<file path="config.mk">
export PLATFORM = sky130hd
export DESIGN_NAME = piso_serializer
export DESIGN_NICKNAME = d
export VERILOG_FILES = /design/src/rtl/piso_pkg.sv /design/src/rtl/piso_bit_cnt.sv /design/src/rtl/piso_serializer.sv
export SDC_FILE = /design/constraint.sdc
export NUM_CORES = 1
export LEC_CHECK = 0
export CORE_UTILIZATION = 40
export CTS_BUF_LIST = sky130_fd_sc_hd__clkbuf_2 sky130_fd_sc_hd__clkbuf_4 sky130_fd_sc_hd__clkbuf_8
export DETAILED_ROUTE_END_ITERATION = 10
export GPL_TIMING_DRIVEN = 1
export PLACE_DENSITY_LB_ADDON = 0.3
export RECOVER_POWER = 25
export SLEW_MARGIN = 20
export SYNTH_ARGS = -nofsm -noshare
export SYNTH_HDL_FRONTEND = slang
export SYNTH_SLANG_ARGS = --single-unit
export TNS_END_PERCENT = 5
</file>
<file path="constraint.sdc">
create_clock -name clk -period 1.6 [get_ports clk]
set_clock_uncertainty 0.2 [all_clocks]
set_input_delay 0.24 -clock clk [delete_from_list [all_inputs] [get_ports clk]]
set_output_delay 0.24 -clock clk [all_outputs]
set_load 0.02 [all_outputs]
</file>
<file path="src/rtl/piso_pkg.sv">
// Shared definitions for the PISO serializer slice.
// Holds the FSM state encoding and the default word width.
package piso_pkg;

    localparam int DEFAULT_WIDTH = 8;

    typedef enum logic [1:0] {
        IDLE  = 2'd0,
        SHIFT = 2'd1,
        PAR   = 2'd2
    } state_t;

endpackage

</file>
<file path="src/rtl/piso_bit_cnt.sv">
// Bit counter for the serializer: counts 0..WIDTH-1 and saturates.
// Ports: clk, rst (async active-low), clr, en, cnt, tc (cnt == WIDTH-1).
import piso_pkg::*;

module piso_bit_cnt #(
    parameter int WIDTH = DEFAULT_WIDTH,
    parameter int CW    = $clog2(WIDTH)
) (
    input  logic          clk,
    input  logic          rst,
    input  logic          clr,
    input  logic          en,
    output logic [CW-1:0] cnt,
    output logic          tc
);

    assign tc = (cnt == CW'(WIDTH - 1));

    always_ff @(posedge clk or negedge rst) begin
        if (!rst) begin
            cnt <= '0;
        end else if (clr) begin
            cnt <= '0;
        end else if (en && !tc) begin
            cnt <= cnt + 1'b1;
        end
    end

endmodule

</file>
<file path="src/rtl/piso_serializer.sv">
// Parallel-in serial-out serializer with valid/ready input handshake.
// Ports: clk, rst (async active-low), din/din_valid/din_ready in,
//        sout/sout_valid/done registered out.
// Optional macro PISO_PARITY_EN appends an even-parity bit per word.
import piso_pkg::*;

module piso_serializer #(
    parameter int WIDTH     = DEFAULT_WIDTH,
    parameter bit MSB_FIRST = 1'b1
) (
    input  logic             clk,
    input  logic             rst,
    input  logic [WIDTH-1:0] din,
    input  logic             din_valid,
    output logic             din_ready,
    output logic             sout,
    output logic             sout_valid,
    output logic             done
);

    localparam int CW = $clog2(WIDTH);

    state_t           state;
    logic [WIDTH-1:0] sreg;
    logic [CW-1:0]    cnt;
    logic             tc;
    logic             xfer;
    logic             last_next;

`ifdef PISO_PARITY_EN
    logic             par;
`endif

    // done is high exactly in the final-bit cycle, which is also
    // the only non-idle cycle where a new word may be accepted.
    assign din_ready = (state == IDLE) | done;
    assign xfer      = din_valid & din_ready;

`ifdef PISO_PARITY_EN
    assign last_next = 1'b0;
`else
    assign last_next = (cnt == CW'(WIDTH - 2));
`endif

    function automatic logic head(input logic [WIDTH-1:0] w);
        return MSB_FIRST ? w[WIDTH-1] : w[0];
    endfunction

    function automatic logic [WIDTH-1:0] adv(input logic [WIDTH-1:0] w);
        return MSB_FIRST ? {w[WIDTH-2:0], 1'b0} : {1'b0, w[WIDTH-1:1]};
    endfunction

    piso_bit_cnt #(
        .WIDTH (WIDTH),
        .CW    (CW)
    ) u_cnt (
        .clk (clk),
        .rst (rst),
        .clr (xfer),
        .en  (state == SHIFT),
        .cnt (cnt),
        .tc  (tc)
    );

    // The first bit is loaded into sout at the transfer edge, so sreg
    // always holds the not-yet-presented bits, pre-aligned at the head.
    always_ff @(posedge clk or negedge rst) begin
        if (!rst) begin
            state      <= IDLE;
            sreg       <= '0;
            sout       <= 1'b0;
            sout_valid <= 1'b0;
            done       <= 1'b0;
`ifdef PISO_PARITY_EN
            par        <= 1'b0;
`endif
        end else if (xfer) begin
            state      <= SHIFT;
            sout       <= head(din);
            sreg       <= adv(din);
            sout_valid <= 1'b1;
            done       <= 1'b0;
`ifdef PISO_PARITY_EN
            par        <= ^din;
`endif
        end else begin
            unique case (state)
                SHIFT: begin
                    if (!tc) begin
                        sout <= head(sreg);
                        sreg <= adv(sreg);
                        done <= last_next;
                    end else begin
`ifdef PISO_PARITY_EN
                        state <= PAR;
                        sout  <= par;
                        done  <= 1'b1;
`else
                        state      <= IDLE;
                        sout       <= 1'b0;
                        sout_valid <= 1'b0;
                        done       <= 1'b0;
`endif
                    end
                end
                default: begin
                    state      <= IDLE;
                    sout       <= 1'b0;
                    sout_valid <= 1'b0;
                    done       <= 1'b0;
                end
            endcase
        end
    end

endmodule

</file>
==> results of run 1 <==
-- power by group --
part           total, mW  internal [mW]  switching, mW
clock              0.229          0.114          0.115
sequential         0.554          0.471         0.0821
combinational      0.824          0.392          0.432
total               1.61          0.977          0.630
-- Yosys cell counts, types with 2 or more instances --
cell type and number:
nand3_1 8, mux2i_1 7, ha_1 3, buf_6 3
nand2_1 2, dfrtp_1 13, inv_1 2, o21ai_1 6
nand2b_1 3, nor2_1 3
-- worst max-delay path: stages (launching register included) --
cell	delay [ps]
dfrtp_1	380
nand2b_1	150
clkdlybuf4s15_1	280
-- cells by family (layout without fill, tap and decap cells) --
kind of cell | count (synthesis) | after routing | share of synthesized area, %
buf+inv | 7 | 25 | 7.88
xor+xnor | 1 | 1 | 1.35
flops | 13 | 13 | 50.0
compound gates | 9 | 9 | 7.31
fa+ha+maj | 3 | 3 | 5.77
mux | 7 | 7 | 10.8
simple gates | 19 | 20 | 16.9
-- registers in the layout (all words and copies together) (netlist names) --
signal,flops
sout_valid,1
sout,1
u_cnt.cnt,3
sreg,7
done,1
-- what timing repair did --
action,CTS,global route
hold buffers,0,0
hold endpoints to repair,0,0
endpoints found under the setup margin,5,9
resized for setup,4,3
cloned,0,1
buffers inserted,0,1
-- final timing paths --
check | from | endpoint | slack, ps | cells past startpoint
max | done$_DFF_PN0_ | din_ready | 70 | 2
min | din[0] | sreg[1]$_DFFE_PN0P_ | 300 | 3
max reg2reg | u_cnt.cnt[1]$_DFFE_PN0P_ | sreg[3]$_DFFE_PN0P_ | 70 | 5
min reg2reg | sreg[1]$_DFFE_PN0P_ | sreg[1]$_DFFE_PN0P_ | 330 | 2
max in group asynchronous | rst | u_cnt.cnt[2]$_DFFE_PN0P_ | 450 | 2
min in group asynchronous | rst | sreg[7]$_DFFE_PN0P_ | 310 | 2
-- area by class of cell --
class,instances,share of cell area [%]
multi-input combinational,40,35.9
clock buffer,4,3.48
inverter,2,0.870
timing repair buffer,19,19.7
tap,16,2.32
sequential,13,37.7
-- stage by stage --
| stage | utilization [%] | hold slack [ps] | area, µm² | setup slack, ps |
|---|---|---|---|---|
| final | 57.3 | 302 | 863 | 66.4 |
| after global routing | 57.3 | 323 | 863 | -12.6 |
| after CTS | 55.4 | 59.7 | 835 | -11.6 |
| after global placement | 53.7 | 320 | 810 | 71.6 |
| after floorplan | - | -256 | 676 | -31.2 |
| after detailed placement | 53.7 | 329 | 810 | 1.41 |
-- layer usage --
layer  share of wire, %  vias to the layer above
met4                2.3                        0
met3                3.1                        4
met1                 45                      228
met5                  0                        -
met2                 50                       12
li1                   -                      238
==> impl_metrics.ini, run 1 <==
[sta]
rsz0062_at_grt = yes
post-route-min-period_ps = 1530
worst_pin_slew_ps = 708
fmax_mhz = 652
hold_viol_final = 0
relSlewSlack_pct = 52.8
totalNegativeSetupSlack_ps = 0
fin_crit_sh_pct = 95.9
setup_violations = 0
slew_violations = 0

[drt]
drt-total-wl_um = 1240
drt-pass1-iter-count = 4
drc_errors = 0
initialDrtViolationCount = 8
vias = 482
ant_nets = 0
drt-wirelength-per-cell_um = 13.2
viasPerCell = 5.13

[global_route]
busiest_layer = met2
grt.total_usage_pct = 16.0
grt_antenna_before_repair = 0
grt_pass1_vias = 493
use_met2_pct = 25.8
met3_usage_pct = 2.59
grt_max_degree = 14
grt_pass1_wl_um = 2100
grt-ovfl-total = 0
use_met1_pct = 19.2

[cts]
h-tree-depth = 1
cts_buffers = 3
cts_tree = built
ctsLongestPathBuffers = 2
clk_latency_ps = 280
path_clk_slew_ps = 80
cts_sinks = 13
root_buffer = clkbuf_4

[worst_setup_path]
critical_path.max_fanout = 2
required_ps = 1160
end_kind = primary output
worstSetupPathType = flop to primary output
cp.arrival_ps = 1090
critPathLaunchType = flop

[place]
hpwl_um = 848
routabilityCongestion = 0.697
dp_cells = 88
io_buffers = 14

[power]
p_leak_nw = 0.383
power_mw = 1.61
ir_drop_v = 0.000704
powerDensity_nw_per_um2 = 1860

[layout]
fin_cells = 94
seqCellArea_um2 = 325
drive_gt1_share_pct = 17.9
area_growth_pct = 32.7
nNetsFinal = 93
layout_common_cells = 13 x dfrtp_1, 9 x clkdlybuf4s50_1, 8 x nand3_1, 7 x mux2i_1, 6 x o21ai_1
multi_input_area_um2 = 310
antenna_cells = 0
final_common_cell = dfrtp_1
fillers = 143

[synth]
yosysTopAreaCell = dfrtp_1
synth_edf_count = 0
yosysWarnings = 0
async_flop_share_pct = 100
ys_seq_elements = 13
synth_cell_types = 19
synth_top_area_share_pct = 50.0
syn_inst = 59
syn_area_um2 = 651
synth.area.top_cells = dfrtp_1 50%, mux2i_1 11%, nand3_1 6.2%
synth.avg_cell_area_um2 = 11.0
syn_nets = 73
synth_ff_type = dfrtp_1
ys_seq_area_share_pct = 50.0

[floorplan]
die-area_um2 = 1790
core_um2 = 1510
io_pins = 15
die_x_um = 42.3
die_h_um = 42.3
start_util_pct = 43.2
rows = 14

[worst_hold_path]
hold_path.class = input pin to flop

[job]
drv_cap = 0

[outcome]
status = complete, no violations
No activity file was read; power rests on OpenSTA's default activity.
==> inputs of run 2 (changes only) <==
--- a/config.mk
+++ b/config.mk
@@ -5,6 +5,7 @@
 export SDC_FILE = /design/constraint.sdc
 export NUM_CORES = 1
 export LEC_CHECK = 0
+export CORE_MARGIN = 5
 export CORE_UTILIZATION = 40
 export CTS_BUF_LIST = sky130_fd_sc_hd__clkbuf_2 sky130_fd_sc_hd__clkbuf_4 sky130_fd_sc_hd__clkbuf_8
 export DETAILED_ROUTE_END_ITERATION = 10
==> run 2 against run 1 <==
  * Count of clock-buffer cells in the layout unchanged
  * Sequential power increased by 1%
  * Design area decreased by 0.14%
  * Largest cell class unchanged
  * Largest power group unchanged
==> impl_metrics.ini, run 2 (same netlist as run 1, synthesis figures left out) <==
[worst_setup_path]
worst-path-buf-inv = 1
cp_slowest_cell = dfrtp_1
critPathTopFamily = flip-flops
path_cells = ha_2, ha_4, nand2b_2, buf_4, nor3_4
cp.arrival_ps = 1560
critPathMaxStageDelay_ps = 400
required_ps = 1590
critical_path.max_fanout = 6
end_kind = flop
critPathLaunchType = flop
worstSetupPathType = flop to flop

[drt]
initialDrtViolationCount = 5
routed-wl-met3_um = 91
drc_errors = 0
wl_met1_um = 554
vias = 495
drt-wirelength-per-cell_um = 13.2
viasPerCell = 5.27
drt-pass1-iter-count = 5
route.met2.wl_um = 582
drt-total-wl_um = 1240
ant_nets = 0
top_layer = met4

[layout]
largest_reg_flops = 7
drive_gt1_share_pct = 19.2
final_common_cell = dfrtp_1
antenna_cells = 0
regMostFlops = sreg
fin_area_um2 = 862
nNetsFinal = 93
layout_common_cells = 13 x dfrtp_1, 9 x clkdlybuf4s50_1, 8 x nand3_1, 6 x mux2i_1, 6 x o21ai_1
area_growth_pct = 32.5
fillers = 140
fin_cells = 94
largestRegisters = sreg: 7 flops, u_cnt.cnt: 3 flops

[place]
routabilityCongestion = 0.726
dp_cells = 88
io_buffers = 14
place_area_um2 = 810
pre_cts_ws_ps = -3.33
hpwl_um = 865

[power]
combinationalPowerShare_pct = 51.5
p_clk_share_pct = 13.4
intPower_mw = 0.976
swShare_pct = 38.9
power_mw = 1.60
ir_drop_v = 0.000776
p_leak_nw = 0.380
p_seq_share_pct = 35.0
p_sw_mw = 0.621
powerDensity_nw_per_um2 = 1850

[cts]
root_buffer = clkbuf_4
path_clk_slew_ps = 80
cts_tree = built
clk_latency_ps = 270
cts_buffers = 3
ctsLongestPathBuffers = 2
hold_buffers = 0
cts_sinks = 13
h-tree-depth = 1

[sta]
hold_viol_final = 0
slew_violations = 0
post-route-min-period_ps = 1560
fin_crit_sh_pct = 97.6
fmax_mhz = 640
totalNegativeSetupSlack_ps = 0
relSlewSlack_pct = 54.0
rsz0062_at_grt = yes
fin_ws_ps = 38.3
setup_violations = 0
worst_pin_slew_ps = 690

[worst_hold_path]
hold_path.class = input pin to asynchronous set/reset pin

[global_route]
grt_pass1_wl_um = 2000
grt_pass1_vias = 490
grt_antenna_before_repair = 0
grt.total_usage_pct = 10.3
grt-ovfl-total = 0
grt_max_degree = 14

[floorplan]
die-area_um2 = 2530
io_pins = 15
rows = 14
core_um2 = 1520
start_util_pct = 42.7
die_h_um = 50.3
die_x_um = 50.3

[job]
drv_cap = 0

[outcome]
status = complete, no violations
==> run 2: cell types whose count changed in the layout (fill, tap and decap cells not counted) <==
cell	before	now
mux2i_1	7	6
mux2i_2	0	1
nand2b_2	0	1
nand2b_4	2	1
==> run 2: path summary, 6_finish.rpt <==
kind	start	to	slack, ps	cells past startpoint
setup / recovery	u_cnt.cnt[1]$_DFFE_PN0P_	done$_DFF_PN0_	40	5
hold reg to reg	sreg[1]$_DFFE_PN0P_	sreg[1]$_DFFE_PN0P_	330	2
hold / removal	rst	sreg[4]$_DFFE_PN0P_	320	2
setup reg to reg	u_cnt.cnt[1]$_DFFE_PN0P_	done$_DFF_PN0_	40	5
min in group clk	din[0]	sreg[1]$_DFFE_PN0P_	320	3
max in group asynchronous	rst	u_cnt.cnt[0]$_DFFE_PN0P_	450	2
==> run 2: final cells by class <==
cell class                 count  area (µm²)  share of cell area (%)
inverter                       2        7.51                   0.871
clock buffer                   4        30.0                    3.48
timing repair buffer          19         170                    19.7
tap                           16        20.0                    2.32
multi-input combinational     40         309                    35.8
sequential                    13         325                    37.7
==> run 2: stage by stage <==
stage	utilization [%]	hold WS (ps)
2_1_floorplan	-	-256
3_5_place_dp	53.1	328
5_1_grt	56.6	326
3_3_place_gp	53.1	313
4_1_cts	55.4	68.0
6_report	56.6	316
==> run 2: repair_timing <==
| item | 4_1_cts | 5_1_grt |
|---|---|---|
| setup endpoints to repair | 6 | 9 |
| gates resized for setup | 5 | 2 |
| buffers inserted | 0 | 1 |
| gates cloned | 0 | 1 |
==> run 2: per-layer routing <==
metal	global-route usage (%)	vias to the layer above
met3	4.44	2
met2	16.5	15
met5	0	-
met4	3.83	0
li1	-	240
met1	12.0	238
==> run 2: power by group through the flow <==
stage	clock network [mW]	logic [mW]	registers [mW]
final	0.215	0.823	0.560
after global routing	0.235	0.922	0.576
after CTS	0.222	0.775	0.555
after detailed placement	0	0.791	0.557
after global placement	0	0.772	0.551
after floorplan	0	0.637	0.581
